File: config.mk
export PLATFORM = sky130hd
export DESIGN_NAME = dmem_arbiter
export DESIGN_NICKNAME = d
export VERILOG_FILES = /design/src/rtl/dmem_arb_pkg.sv /design/src/rtl/dmem_arb_pick.sv /design/src/rtl/dmem_arbiter.sv
export SDC_FILE = /design/constraint.sdc
export NUM_CORES = 1
export LEC_CHECK = 0
export ABC_AREA = 1
export BUFFER_PORTS_ARGS = -buffer_cell sky130_fd_sc_hd__buf_2
export CAP_MARGIN = 30
export CORE_ASPECT_RATIO = 0.7
export CORE_MARGIN = 5
export CORE_UTILIZATION = 32
export DETAILED_ROUTE_END_ITERATION = 7
export GPL_TIMING_DRIVEN = 0
export PLACE_DENSITY = 0.58
export SLEW_MARGIN = 20
export SYNTH_ARGS = -nofsm -noshare
export SYNTH_HDL_FRONTEND = slang
export SYNTH_HIERARCHICAL = 1
export SYNTH_SLANG_ARGS = --single-unit
File: constraint.sdc
create_clock -name clk -period 9.4 [get_ports clk]
set_clock_uncertainty 0.2 [all_clocks]
set_input_delay 1.41 -clock clk [delete_from_list [all_inputs] [get_ports clk]]
set_output_delay 1.41 -clock clk [all_outputs]
set_load 0.005 [all_outputs]
File: src/rtl/dmem_arb_pkg.sv
// dmem_arb_pkg: shared FSM states, default memory depth and port index type for the data-memory arbiter.
package dmem_arb_pkg;
   typedef enum logic [1:0] {IDLE, ACCESS, RESP} state_t;
   typedef logic port_t;
   localparam int DEPTH_DEFAULT = 256;
   localparam port_t PORT0 = 1'b0;
   localparam port_t PORT1 = 1'b1;
endpackage

File: src/rtl/dmem_arb_pick.sv
// dmem_arb_pick: combinational winner selector; round-robin on ties when DMEM_ARB_RR_EN is defined, else port 0 priority.
module dmem_arb_pick
   import dmem_arb_pkg::*;
(
   input  logic  p0_req,
   input  logic  p1_req,
   input  port_t last_grant,
   output logic  grant_valid,
   output port_t grant_port
);
   assign grant_valid = p0_req | p1_req;
`ifdef DMEM_ARB_RR_EN
   assign grant_port = (p0_req && p1_req) ? ~last_grant : (p0_req ? PORT0 : PORT1);
`else
   logic unused_last_grant;
   assign unused_last_grant = last_grant;
   assign grant_port = p0_req ? PORT0 : PORT1;
`endif
endmodule

File: src/rtl/dmem_arbiter.sv
// dmem_arbiter: two-port load/store arbiter and single-cycle access sequencer for the word-addressed data memory.
// Define DMEM_ARB_RR_EN for round-robin tie-breaking; otherwise port 0 has fixed priority.
module dmem_arbiter
   import dmem_arb_pkg::*;
#(
   parameter int DEPTH = DEPTH_DEFAULT
)(
   input  logic        clk,
   input  logic        SYS_reset,
   input  logic        p0_req,
   input  logic        p0_we,
   input  logic [31:0] p0_addr,
   input  logic [31:0] p0_wdata,
   output logic        p0_ack,
   output logic [31:0] p0_rdata,
   output logic        p0_err,
   input  logic        p1_req,
   input  logic        p1_we,
   input  logic [31:0] p1_addr,
   input  logic [31:0] p1_wdata,
   output logic        p1_ack,
   output logic [31:0] p1_rdata,
   output logic        p1_err,
   output logic [31:0] DMEM_address,
   output logic [31:0] DMEM_data_in,
   output logic        DMEM_mem_write,
   output logic        DMEM_mem_read,
   input  logic [31:0] DMEM_data_out
);
   state_t      state, state_n;
   logic        lat_we, err_flag, grant_valid, sel_we, bad;
   logic [31:0] lat_addr, lat_wdata, sel_addr, sel_wdata;
   port_t       gport, last_grant, grant_port;
   logic        take;

   dmem_arb_pick u_pick (
      .p0_req      (p0_req),
      .p1_req      (p1_req),
      .last_grant  (last_grant),
      .grant_valid (grant_valid),
      .grant_port  (grant_port)
   );

   assign sel_we    = grant_port ? p1_we    : p0_we;
   assign sel_addr  = grant_port ? p1_addr  : p0_addr;
   assign sel_wdata = grant_port ? p1_wdata : p0_wdata;
   assign bad       = sel_addr >= 32'(DEPTH);
   assign take      = (state == IDLE) && grant_valid;

`ifdef DMEM_ARB_RR_EN
   always_ff @(posedge clk or posedge SYS_reset) begin
      if (SYS_reset)
         last_grant <= PORT1;
      else if (take)
         last_grant <= grant_port;
   end
`else
   assign last_grant = PORT1;
`endif

   always_ff @(posedge clk or posedge SYS_reset) begin
      if (SYS_reset) begin
         state     <= IDLE;
         lat_we    <= 1'b0;
         lat_addr  <= '0;
         lat_wdata <= '0;
         gport     <= PORT0;
         err_flag  <= 1'b0;
         p0_rdata  <= '0;
         p1_rdata  <= '0;
      end else begin
         state <= state_n;
         if (take) begin
            lat_we    <= sel_we;
            lat_addr  <= sel_addr;
            lat_wdata <= sel_wdata;
            gport     <= grant_port;
            err_flag  <= bad;
         end
         // Out-of-range accesses skip memory and return zero data.
         if (take && bad && grant_port == PORT0)
            p0_rdata <= '0;
         if (take && bad && grant_port == PORT1)
            p1_rdata <= '0;
         if (state == ACCESS && !lat_we && gport == PORT0)
            p0_rdata <= DMEM_data_out;
         if (state == ACCESS && !lat_we && gport == PORT1)
            p1_rdata <= DMEM_data_out;
      end
   end

   always_comb begin
      state_n        = state;
      DMEM_address   = '0;
      DMEM_data_in   = '0;
      DMEM_mem_write = 1'b0;
      DMEM_mem_read  = 1'b0;
      p0_ack         = 1'b0;
      p1_ack         = 1'b0;
      p0_err         = 1'b0;
      p1_err         = 1'b0;
      case (state)
         IDLE:    state_n = grant_valid ? (bad ? RESP : ACCESS) : IDLE;
         ACCESS: begin
            DMEM_address   = lat_addr;
            DMEM_data_in   = lat_wdata;
            DMEM_mem_write = lat_we;
            DMEM_mem_read  = !lat_we;
            state_n        = RESP;
         end
         RESP: begin
            p0_ack  = gport == PORT0;
            p1_ack  = gport == PORT1;
            p0_err  = (gport == PORT0) && err_flag;
            p1_err  = (gport == PORT1) && err_flag;
            state_n = IDLE;
         end
         default: state_n = IDLE;
      endcase
   end
endmodule

==> impl_metrics.prom <==
# TYPE chip_impl_metric gauge
chip_impl_metric{name="grt_antenna_before_repair",unit=""} 0
chip_impl_metric{name="globalRoute.totalOverflow",unit=""} 0
chip_impl_metric{name="tightest_slew",unit="ns"} 0.579
chip_impl_metric{name="seq_power_share",unit=""} 0.428
chip_impl_metric{name="clock_insertion_delay_worst_skew",unit="ns"} 0.41
chip_impl_info{name="dr.max_layer_used",value="met4"} 1
chip_impl_metric{name="final.period_utilization",unit=""} 0.411
chip_impl_metric{name="cp_slowest_stage_delay",unit="ns"} 0.48
chip_impl_info{name="layout.cells.most_common",value="sky130_fd_sc_hd__nand2_1"} 1
chip_impl_metric{name="finalNonFillerCells",unit=""} 1441
chip_impl_metric{name="via_per_inst",unit=""} 4.57
chip_impl_metric{name="global_route.usage.total",unit=""} 0.197
chip_impl_metric{name="hold_buffers",unit=""} 0
chip_impl_metric{name="finalHoldViolations",unit=""} 0
chip_impl_metric{name="syn_inst",unit=""} 845
chip_impl_metric{name="grt_pass1_wl",unit="µm"} 35300
chip_impl_metric{name="vdd_ir_drop_max",unit="V"} 0.000108
chip_impl_metric{name="power.net_switching",unit="mW"} 0.445
chip_impl_metric{name="ios",unit=""} 300
chip_impl_metric{name="core_area",unit="µm²"} 19100
chip_impl_metric{name="post_synth_instance_area",unit="µm²"} 6260
chip_impl_info{name="cts.root.buffer_cell",value="sky130_fd_sc_hd__clkbuf_16"} 1
chip_impl_info{name="worst_hold_path_type",value="flop to flop"} 1
chip_impl_info{name="ordered_cell_list_for_the_critical_path",value="inv_1 -> nor2_1 -> inv_1 -> clkbuf_1 -> clkbuf_1 -> nor2_1 -> buf_2"} 1
chip_impl_metric{name="port_buffers",unit=""} 299
chip_impl_metric{name="timing.final.setup_violations",unit=""} 0
chip_impl_metric{name="htreeDepth",unit=""} 4
chip_impl_metric{name="met3_length",unit="µm"} 2090
chip_impl_metric{name="routedWlPerCell",unit="µm"} 15.5
chip_impl_metric{name="dpl.hpwl",unit="µm"} 17300
chip_impl_metric{name="worst-endpoint-required",unit="ns"} 7.79
chip_impl_metric{name="met2_wirelength",unit="µm"} 9850
chip_impl_metric{name="power.share.clock",unit=""} 0.439
chip_impl_metric{name="syn_nets",unit=""} 1011
chip_impl_metric{name="routed-via-count",unit=""} 6579
chip_impl_info{name="unrepaired_setup_endpoints_after_global_routing",value="no"} 1
chip_impl_metric{name="place_congestion",unit=""} 0.864
chip_impl_metric{name="drv_cap",unit=""} 0
chip_impl_metric{name="clkSinkCount",unit=""} 133
chip_impl_metric{name="final_core_util",unit=""} 0.457
chip_impl_metric{name="p_int",unit="mW"} 1.08
chip_impl_metric{name="design.die.area",unit="µm²"} 22500
chip_impl_metric{name="antenna_left",unit=""} 0
chip_impl_metric{name="drc",unit=""} 0
chip_impl_info{name="worstSetupPathType",value="flop to output pin"} 1
chip_impl_metric{name="count_of_synthesis_stage_warnings_from_yosys",unit=""} 6
chip_impl_metric{name="grt_max_degree",unit=""} 72
chip_impl_metric{name="postCtsSetupBuffers",unit=""} 0
chip_impl_metric{name="finalPower",unit="mW"} 1.53
chip_impl_metric{name="drtPass1Iterations",unit=""} 5
chip_impl_metric{name="share_comb_of_total_power",unit=""} 0.133
chip_impl_metric{name="drive_gt1_frac",unit=""} 0.297
chip_impl_metric{name="post_cts_resized",unit=""} 0
chip_impl_metric{name="area_growth",unit="%"} 39.0
chip_impl_metric{name="worst_slew_margin_relative_to_its_limit",unit=""} 0.614
chip_impl_info{name="critPathCaptureType",value="output pin"} 1
chip_impl_metric{name="std_cell_rows",unit=""} 42
chip_impl_metric{name="avg_inst_size_synth",unit="µm²"} 7.41
chip_impl_metric{name="nFillCells",unit=""} 2002
chip_impl_metric{name="power.switching_fraction",unit=""} 0.292
chip_impl_metric{name="height_of_the_die",unit="µm"} 127
chip_impl_metric{name="total_leakage_power",unit="nW"} 5.24
chip_impl_info{name="start_kind",value="flop"} 1
chip_impl_metric{name="cts-root-to-sink-buffers",unit=""} 2
chip_impl_metric{name="cts-buffers-inserted",unit=""} 17
chip_impl_metric{name="post_place_setup_slack",unit="ns"} 5.82
chip_impl_metric{name="slew_violations",unit=""} 0
chip_impl_metric{name="maxClockFrequency",unit="MHz"} 259
chip_impl_metric{name="first_global_vias",unit=""} 6651
chip_impl_metric{name="cp_data_arrival_time",unit="ns"} 2.25
chip_impl_info{name="tritoncts",value="built"} 1
chip_impl_metric{name="routed_wl",unit="µm"} 22400
chip_impl_metric{name="drt-initial-drc-count",unit=""} 304
chip_impl_metric{name="worst-path-buf-inv",unit=""} 5
chip_impl_info{name="worst_path_max_delay_cell",value="sky130_fd_sc_hd__clkbuf_1"} 1
chip_impl_metric{name="finalCriticalPeriod",unit="ns"} 3.86
chip_impl_metric{name="wire_length_on_met1",unit="µm"} 10200
chip_impl_metric{name="start_util",unit=""} 0.328
chip_impl_metric{name="setup_slack",unit="ns"} 5.54
chip_impl_info{name="run_status",value="finished, final reports clean"} 1
chip_impl_metric{name="chipWidth",unit="µm"} 177
chip_impl_metric{name="fin_nets",unit=""} 1330
chip_impl_info{name="most-common-layout-cells",value="319 x sky130_fd_sc_hd__nand2_1, 305 x sky130_fd_sc_hd__buf_2, 133 x sky130_fd_sc_hd__dfrtp_1"} 1
chip_impl_metric{name="setup_tns",unit="ns"} 0
chip_impl_metric{name="power-per-cell-area",unit="nW/µm²"} 175
chip_impl_metric{name="place_inst",unit=""} 1409
chip_impl_metric{name="critical_path_peak_fanout",unit=""} 10
chip_impl_info{name="crit_family",value="buffers and inverters"} 1
chip_impl_metric{name="inserted_diodes",unit=""} 0
chip_impl_metric{name="clk_pin_slew_worst_paths",unit="ns"} 0.06
==> state kept, by name (all words and copies together) (netlist names) <==
signal	count
lat_addr	32
lat_wdata	32
p0_rdata	32
p1_rdata	32
state	2
err_flag	1
gport	1
lat_we	1
==> path summary, 6_finish.rpt <==
check / from / cells after the start / end / slack [ns]
max: state[0]$_DFF_PP0_ / 7 / DMEM_address[19] / 5.54
min: p0_rdata[27]$_DFFE_PP0P_ / 2 / p0_rdata[27]$_DFFE_PP0P_ / 0.29
max reg2reg: state[1]$_DFF_PP0_ / 7 / err_flag$_DFFE_PP0P_ / 7.04
min reg2reg: p0_rdata[27]$_DFFE_PP0P_ / 2 / p0_rdata[27]$_DFFE_PP0P_ / 0.29
max in group asynchronous: SYS_reset / 3 / lat_wdata[1]$_DFFE_PP0P_ / 7.44
min in group asynchronous: SYS_reset / 2 / p0_rdata[7]$_DFFE_PP0P_ / 0.82
==> metrics by stage <==
stage | hold WS, ns | instance area (µm²)
after floorplan | 0.293 | 6260
after global placement | 0.279 | 8090
after detailed placement | 0.281 | 8130
after CTS | 0.296 | 8710
after global routing | 0.310 | 8710
final | 0.292 | 8710
==> area by class of cell <==
type | count | area, µm² | share of cell area
sequential | 133 | 3330 | 0.382
multi-input combinational | 583 | 2420 | 0.278
timing repair buffer | 300 | 1520 | 0.175
clock buffer | 17 | 425 | 0.0489
tap | 264 | 330 | 0.0379
inverter | 76 | 293 | 0.0336
buffer | 53 | 229 | 0.0263
clock inverter | 15 | 156 | 0.0180
==> routing by layer <==
metal	vias to the layer above	track usage
met2	256	0.305
met3	15	0.0605
met4	0	0.0537
met1	3055	0.271
met5	-	0
li1	3253	-
==> worst min-delay path, stage by stage, from the launching register on <==
cell and delay [ns]:
sky130_fd_sc_hd__dfrtp_1 0.34, sky130_fd_sc_hd__nand3_1 0.07, sky130_fd_sc_hd__nand2_1 0.05
==> power groups by stage <==
stage          registers, mW  clock network (mW)  logic (mW)
3_5_place_dp           0.663                   0       0.206
4_1_cts                0.653               0.689       0.206
6_report               0.652               0.670       0.203
3_3_place_gp           0.661                   0       0.201
5_1_grt                0.659               0.711       0.234
2_1_floorplan          0.656                   0       0.123
Note: power is estimated with default switching activity, not from simulation.
